## src/rtl/dmac_prirr_arb.sv

```systemverilog
// Priority arbiter with round-robin tie-break, bus lock with optional tenure limit,
// and park-on-idle. All outputs are registered.
module dmac_prirr_arb #(
    parameter int N           = 4,
    parameter int INDEX_WIDTH = 2,
    parameter int PARK_MODE   = 1,
    parameter int PARK_INDEX  = 0,
    parameter int MAX_LOCK    = 0
) (
    input  logic                       clk,
    input  logic                       rst_n,
    input  logic                       init_n,
    input  logic                       enable,
    input  logic [N-1:0]               request,
    input  logic [N-1:0]               mask,
    input  logic [N-1:0]               lock,
    input  logic [N*INDEX_WIDTH-1:0]   prior,
    output logic [N-1:0]               grant,
    output logic [INDEX_WIDTH-1:0]     grant_index,
    output logic                       granted,
    output logic                       locked,
    output logic                       parked,
    output logic                       lock_expired
);

    typedef enum logic [1:0] {ST_PARK, ST_GRANT, ST_LOCK} state_t;

    localparam logic [N-1:0] PARK_GRANT =
        (PARK_MODE != 0) ? ({{(N-1){1'b0}}, 1'b1} << PARK_INDEX) : '0;
    localparam logic [INDEX_WIDTH-1:0] PARK_IDX =
        (PARK_MODE != 0) ? INDEX_WIDTH'(PARK_INDEX) : '1;
    localparam logic [INDEX_WIDTH-1:0] RR_INIT = INDEX_WIDTH'(N - 1);

    state_t                 r_state;
    logic [N-1:0]           r_grant;
    logic [INDEX_WIDTH-1:0] r_grant_index;
    logic                   r_granted;
    logic                   r_locked;
    logic                   r_parked;
    logic                   r_lock_expired;
    logic [INDEX_WIDTH-1:0] r_rr_ptr;
    logic [7:0]             r_lock_cnt;
    logic [N-1:0]           r_blk;      // one-hot: expired owner barred from relocking

    logic [N-1:0]           w_elig;
    logic [N-1:0]           w_cand;
    logic [N-1:0]           w_tied;
    logic [N-1:0]           w_win_onehot;
    logic [INDEX_WIDTH-1:0] w_min;
    logic [INDEX_WIDTH-1:0] w_win_idx;
    logic [INDEX_WIDTH-1:0] w_j;
    logic                   w_found;
    logic                   w_any;
    logic                   w_owner_lock;
    logic                   w_force;
    logic                   w_stay_lock;
    logic                   w_enter_lock;

    // NOTE: every signal written here gets a default first so no latch is inferred.
    always_comb begin
        w_elig       = request & ~mask;
        w_owner_lock = |(lock & ~mask & r_grant);
        w_force      = (MAX_LOCK > 0) && (r_state == ST_LOCK) && w_owner_lock &&
                       (r_lock_cnt == 8'(MAX_LOCK));
        w_stay_lock  = (r_state == ST_LOCK) && w_owner_lock && !w_force;
        w_enter_lock = (r_state == ST_GRANT) && w_owner_lock && ((r_blk & r_grant) == '0);

        w_cand = w_elig;
        if (w_force && ((w_elig & ~r_grant) != '0))
            w_cand = w_elig & ~r_grant;
        w_any = |w_cand;

        w_min = '1;
        for (int i = 0; i < N; i++)
            if (w_cand[i] && (prior[i*INDEX_WIDTH +: INDEX_WIDTH] < w_min))
                w_min = prior[i*INDEX_WIDTH +: INDEX_WIDTH];
        for (int i = 0; i < N; i++)
            w_tied[i] = w_cand[i] && (prior[i*INDEX_WIDTH +: INDEX_WIDTH] == w_min);

        // Scan starts one past the last winner and wraps.
        w_found      = 1'b0;
        w_win_idx    = '0;
        w_win_onehot = '0;
        w_j          = '0;
        for (int k = 1; k <= N; k++) begin
            w_j = INDEX_WIDTH'((int'(r_rr_ptr) + k) % N);
            if (!w_found && w_tied[w_j]) begin
                w_found           = 1'b1;
                w_win_idx         = w_j;
                w_win_onehot[w_j] = 1'b1;
            end
        end
    end

    // NOTE: sequential state uses non-blocking assignments only.
    always_ff @(posedge clk or negedge rst_n) begin
        if (!rst_n) begin
            r_state        <= ST_PARK;
            r_grant        <= PARK_GRANT;
            r_grant_index  <= PARK_IDX;
            r_granted      <= 1'b0;
            r_locked       <= 1'b0;
            r_parked       <= (PARK_MODE != 0);
            r_lock_expired <= 1'b0;
            r_rr_ptr       <= RR_INIT;
            r_lock_cnt     <= '0;
            r_blk          <= '0;
        end else if (!init_n) begin
            r_state        <= ST_PARK;
            r_grant        <= PARK_GRANT;
            r_grant_index  <= PARK_IDX;
            r_granted      <= 1'b0;
            r_locked       <= 1'b0;
            r_parked       <= (PARK_MODE != 0);
            r_lock_expired <= 1'b0;
            r_rr_ptr       <= RR_INIT;
            r_lock_cnt     <= '0;
            r_blk          <= '0;
        end else if (!enable) begin
            r_lock_expired <= 1'b0;
        end else begin
            r_lock_expired <= w_force;
            if ((r_blk & lock) == '0)
                r_blk <= '0;
            if (w_force)
                r_blk <= r_grant;

            if (w_stay_lock) begin
                if ((MAX_LOCK > 0) && (r_lock_cnt != 8'hFF))
                    r_lock_cnt <= r_lock_cnt + 8'd1;
            end else if (w_enter_lock) begin
                r_state    <= ST_LOCK;
                r_locked   <= 1'b1;
                r_lock_cnt <= (MAX_LOCK > 0) ? 8'd1 : 8'd0;
            end else begin
                r_locked   <= 1'b0;
                r_lock_cnt <= '0;
                if (w_any) begin
                    r_state       <= ST_GRANT;
                    r_grant       <= w_win_onehot;
                    r_grant_index <= w_win_idx;
                    r_rr_ptr      <= w_win_idx;
                    r_granted     <= 1'b1;
                    r_parked      <= 1'b0;
                end else begin
                    r_state       <= ST_PARK;
                    r_grant       <= PARK_GRANT;
                    r_grant_index <= PARK_IDX;
                    r_granted     <= 1'b0;
                    r_parked      <= (PARK_MODE != 0);
                end
            end
        end
    end

    assign grant        = r_grant;
    assign grant_index  = r_grant_index;
    assign granted      = r_granted;
    assign locked       = r_locked;
    assign parked       = r_parked;
    assign lock_expired = r_lock_expired;

endmodule

```

## config.mk

```make
export PLATFORM = sky130hd
export DESIGN_NAME = dmac_prirr_arb
export DESIGN_NICKNAME = d
export VERILOG_FILES = /design/src/rtl/dmac_prirr_arb.sv
export SDC_FILE = /design/constraint.sdc
export NUM_CORES = 1
export LEC_CHECK = 0
export BUFFER_PORTS_ARGS = -buffer_cell sky130_fd_sc_hd__buf_4
export CORE_MARGIN = 2
export CORE_UTILIZATION = 50
export DETAILED_ROUTE_END_ITERATION = 12
export GPL_ROUTABILITY_DRIVEN = 0
export PLACE_DENSITY = 0.77
export SLEW_MARGIN = 5
export SYNTH_ARGS = -nofsm -noshare
export SYNTH_HDL_FRONTEND = slang
export SYNTH_SLANG_ARGS = --single-unit
export TNS_END_PERCENT = 100
```

## constraint.sdc

```tcl
create_clock -name clk -period 2.8 [get_ports clk]
set_clock_uncertainty 0.1 [all_clocks]
set_input_delay 0.14 -clock clk [delete_from_list [all_inputs] [get_ports clk]]
set_output_delay 0.14 -clock clk [all_outputs]
set_load 0.01 [all_outputs]
```

==> impl_metrics.env, run 1 <==
export IMPL_synth_edf_count=0
export IMPL_synth_compound_area_share_pct=34.0
export IMPL_yosysTopAreaCell="dfrtp_1"
export IMPL_synth_flop_cell="dfrtp_1"
export IMPL_syn_nets=227
export IMPL_cts_sink_count=12
export IMPL_start_util_pct=52.5
export IMPL_worst_path_end_type="sequential cell input"
export IMPL_clock_root_buffer="clkbuf_4"
export IMPL_async_flop_share_pct=100
export IMPL_row_count=20
export IMPL_io_pins=34
export IMPL_synth_area_top_cells="dfrtp_1, ha_1, dfstp_2"
export IMPL_dpl_cell_count=312
export IMPL_crit_endpoint="grant[3]$_DFFE_PN0P_/D"
export IMPL_hpwl_um=4260
export IMPL_status="did not finish"
export IMPL_grt_max_degree=15
export IMPL_synth_area_mux_share_pct=6.79
export IMPL_synth_top_area_share_pct=12.5
export IMPL_clockBufferDepth=2
export IMPL_overflow=1
export IMPL_place_ws_ns=-1.88
export IMPL_synth_area_um2=1600
export IMPL_synth_most_common_cell="nand2_1"
export IMPL_synth_simple_area_share_pct=26.3
export IMPL_tool_error="[ERROR GRT-0232] Routing congestion too high. Check the congestion heatmap in the GUI."
export IMPL_synth_warnings=0
export IMPL_die_h_um=60.6
export IMPL_die_width_um=60.6
export IMPL_synth_top_family_by_area="compound AO/OA/AOI/OAI gates"
export IMPL_io_buffers=32
export IMPL_htreeDepth=1
export IMPL_synth_cell_type_count=64
export IMPL_cts_buffers=3
export IMPL_synth_adder_area_share_pct=7.81
export IMPL_avgSynthCellArea_um2=8.30
export IMPL_grt_use_total_pct=70.6
export IMPL_lastStage="global routing (5_1_grt)"
export IMPL_ys_seq_area_share_pct=19.0
export IMPL_synthXorXnorAreaFrac_pct=1.09
export IMPL_syn_inst=193
export IMPL_synthTopCellsByCount="nand2_1, nor2_1, inv_1"
export IMPL_synth_seq_cells=12
stage by stage:
step                      setup TNS, ns  cell area, µm²
after CTS                        -10.13            2710
after detailed placement         -13.94            2330
after global placement           -12.74            2330
after floorplan                  -11.44            1690
kinds of logic after synthesis:
group / after synthesis
AO/OA/AOI/OAI: 70
XOR/XNOR: 2
adder cells (fa/ha/maj): 10
buffers and inverters: 19
flip-flops: 12
multiplexers: 9
other: 1
AND/OR/NAND/NOR: 70
routing by layer:
layer / GRT usage, % / overflow
met3: 54.4 / 0
met1: 70.6 / 0
met4: 74.8 / 1
met5: 12.9 / 0
met2: 86.3 / 0
repair_timing:
| item | CTS |
|---|---|
| gates resized for setup | 35 |
| hold buffers | 3 |
| pin swaps | 32 |
| setup endpoints to repair | 8 |
| buffers inserted | 22 |
| hold endpoints to repair | 14 |
==> run 2, diff against run 1 <==
Settings changed: CORE_UTILIZATION 50 to 40, PLACE_DENSITY 0.77 to default, PLACE_DENSITY_LB_ADDON from default to 0.15.
Clock period 2.8 ns to 3.6 ns, I/O delays scaled along.
==> run 2 against run 1 <==
Compared with the run above: the flow now finishes, with violations (negative setup slack); synthesized area unchanged; synthesized cell count unchanged.
==> impl_metrics.env, run 2 <==
export IMPL_status="finished, violations left"
export IMPL_violations="negative setup slack"
export IMPL_ys_seq_area_share_pct=19.0
export IMPL_slew_headroom_pct=60.3
export IMPL_holdPathStages=2
export IMPL_wl_um=5560
export IMPL_finalPower_uw=962
export IMPL_grt_use_total_pct=24.9
export IMPL_hpwl_um=4220
export IMPL_fin_cells=328
export IMPL_first_pass_iters=5
export IMPL_synth_top_area_share_pct=12.5
export IMPL_synth_top_family_by_area="compound AO/OA/AOI/OAI gates"
export IMPL_synth_cell_type_count=64
export IMPL_io_pins=34
export IMPL_rr_worst_depth=8
export IMPL_slowest_delay_ns=0.60
export IMPL_setup_tns_ns=-4.78
export IMPL_final_common_cell="buf_4"
export IMPL_avgSynthCellArea_um2=8.30
export IMPL_design_core_area_um2=3910
export IMPL_synth_edf_count=0
export IMPL_crit_type="in -> reg"
export IMPL_synth_simple_area_share_pct=26.3
export IMPL_final_period_utilization_pct=119
export IMPL_synth_area_top_cells="dfrtp_1, ha_1, dfstp_2"
export IMPL_synthXorXnorAreaFrac_pct=1.09
export IMPL_fmax_ghz=0.233
export IMPL_cp_required_ns=3.68
export IMPL_yosysTopAreaCell="dfrtp_1"
export IMPL_die_width_um=67.3
export IMPL_overflow=0
export IMPL_hold_start="init_n"
export IMPL_wl_per_cell_um=16.9
export IMPL_r2r_start="r_rr_ptr[0]$_DFFE_PN1P_"
export IMPL_first_global_vias=1841
export IMPL_synth_most_common_cell="nand2_1"
export IMPL_synthTopCellsByCount="nand2_1, nor2_1, inv_1"
export IMPL_crit_slowest_cell="or4bb_4"
export IMPL_place_ws_ns=-0.990
export IMPL_fillers=329
export IMPL_finalCoreUtilization_pct=67.0
export IMPL_largest_reg_flops=4
export IMPL_synth_adder_area_share_pct=7.81
export IMPL_tightest_slew_ns=0.593
export IMPL_antenna_found_initial=0
export IMPL_total_leakage_power_uw=0.00112
export IMPL_synth_seq_cells=12
export IMPL_end_kind="flop"
export IMPL_arrival_ns=4.36
export IMPL_dpl_cell_count=312
export IMPL_ir_drop_mv=0.211
export IMPL_worstSkewPairLatency_ns=0.24
export IMPL_clockBufferDepth=2
export IMPL_synth_warnings=0
export IMPL_htreeDepth=1
export IMPL_area_delta_synth_final_pct=63.5
export IMPL_maxCapViolations=0
export IMPL_path_clk_slew_ns=0.05
export IMPL_dieArea_um2=4530
export IMPL_postRouteAntennaNets=0
export IMPL_clock_root_buffer="clkbuf_8"
export IMPL_setup_viol=8
export IMPL_synth_area_mux_share_pct=6.79
export IMPL_critPathMostFrequentCell="ha_4"
export IMPL_slew_viol_final=0
export IMPL_worstPathMaxFanout=7
export IMPL_drive_above_1_share_pct=50.4
export IMPL_row_count=23
export IMPL_start_kind="primary input"
export IMPL_syn_inst=193
export IMPL_grt_max_degree=16
export IMPL_power_density_nw_per_um2=367
export IMPL_synth_compound_area_share_pct=34.0
export IMPL_syn_nets=227
export IMPL_num_antenna_cells=0
export IMPL_die_h_um=67.3
export IMPL_first_iter_violations=125
export IMPL_min_period_ns=4.28
export IMPL_cts_sink_count=12
export IMPL_finalHoldViolations=0
export IMPL_cts_buffers=3
export IMPL_final_nets=313
export IMPL_rrSetupSlack_ns=0.68
export IMPL_cts_tree="done"
export IMPL_synth_area_um2=1600
export IMPL_async_flop_share_pct=100
export IMPL_vias=1926
export IMPL_via_per_inst=5.87
export IMPL_rsz0062_at_grt="yes"
export IMPL_r2r_end="grant[2]$_DFFE_PN0P_"
export IMPL_worst_slack_ns=-0.684
export IMPL_path_cells="buf_6 -> or3b_4 -> and2_4 -> inv_4 -> ha_4 -> nor2_4 -> mux2i_2 -> and3_4 -> ha_4 -> or4b_4 -> o211ai_2 -> o21ai_4 -> buf_4 -> o41ai_4 -> and4b_2 -> nor3_1 -> nor2_1 -> or4bb_4 -> o2111ai_4 -> o221a_1"
export IMPL_drc=0
export IMPL_layout_common_cells="buf_4, nand2_1, nor2_1"
export IMPL_grt_pass1_wl_um=8740
export IMPL_io_buffers=32
export IMPL_start_util_pct=41.0
export IMPL_worst_hold_path_endpoint="parked$_DFFE_PN1P_"
export IMPL_synth_flop_cell="dfrtp_1"
export IMPL_hold_class="in -> reg"
run 2: cell counts after synthesis:
No cell type changed its count.
run 2: worst max path at each step:
stage / from / end / slack (ns) / depth (start not counted)
after CTS: mask[1] / grant[3]$_DFFE_PN0P_ / -0.60 / 20
final: mask[1] / r_rr_ptr[0]$_DFFE_PN1P_ / -0.68 / 20
after global placement: mask[0] / grant[2]$_DFFE_PN0P_ / -0.93 / 20
after detailed placement: mask[0] / grant[3]$_DFFE_PN0P_ / -0.99 / 20
after global routing: mask[1] / grant[3]$_DFFE_PN0P_ / -0.80 / 22
after floorplan: request[0] / grant[1]$_DFFE_PN0P_ / -0.79 / 18
run 2: final cells by class:
class                           count  area (µm²)  area share (%)
Sequential cell                    12         305            11.6
Clock buffer                        4        45.0            1.72
Inverter                           12        47.5            1.81
Tap cell                           50        62.6            2.39
Timing Repair Buffer               88         702            26.8
Multi-Input combinational cell    162        1460            55.7
run 2: stage by stage:
stage | hold slack [ns] | instance area, µm²
finish | 0.0531 | 2620
global route | 0.0709 | 2620
CTS | 0.0452 | 2540
detailed placement | -0.0757 | 2300
global placement | -0.0815 | 2300
floorplan | -0.216 | 1690
run 2: power by group:
group / total [µW] / internal [µW] / switching, µW / leakage, µW
clock: 125 / 77.9 / 47.5 / 0.0000228
sequential: 227 / 169 / 58.1 / 0.000150
combinational: 609 / 287 / 322 / 0.000944
total: 962 / 534 / 428 / 0.00112
run 2: critical path, delay by kind of cell:
kind / cells / cell delay (ns)
buffers and inverters: 3 / 0.33
adders and majority gates: 2 / 0.35
AOI/OAI and AO/OA: 5 / 0.77
muxes: 1 / 0.22
and+or+nand+nor: 9 / 2.50
run 2: cells by family after synthesis:
| family | count (synthesis) |
|---|---|
| compound gates | 70 |
| xor+xnor | 2 |
| fa+ha+maj | 10 |
| buf+inv | 19 |
| flops | 12 |
| mux | 9 |
| other cells | 1 |
| simple gates | 70 |
run 2: routing by layer:
metal  share of wire (%)  vias to the layer above  GRT usage (%)  wire length [µm]
met5                   0                        -              0                 0
met4                 1.3                        0           5.87                70
met3                 6.1                        8           2.83               340
met2                  47                       65           42.1              2620
met1                  45                      931           33.9              2530
li1                    -                      922              -                 -
run 2: timing repair:
action,CTS,global route
pin swaps,25,11
endpoints found under the setup margin,8,8
hold endpoints to repair,12,0
setup buffers,9,3
gates resized for setup,28,13
cloned,0,0
hold buffers,1,0
(Power assumes the default switching activity.)
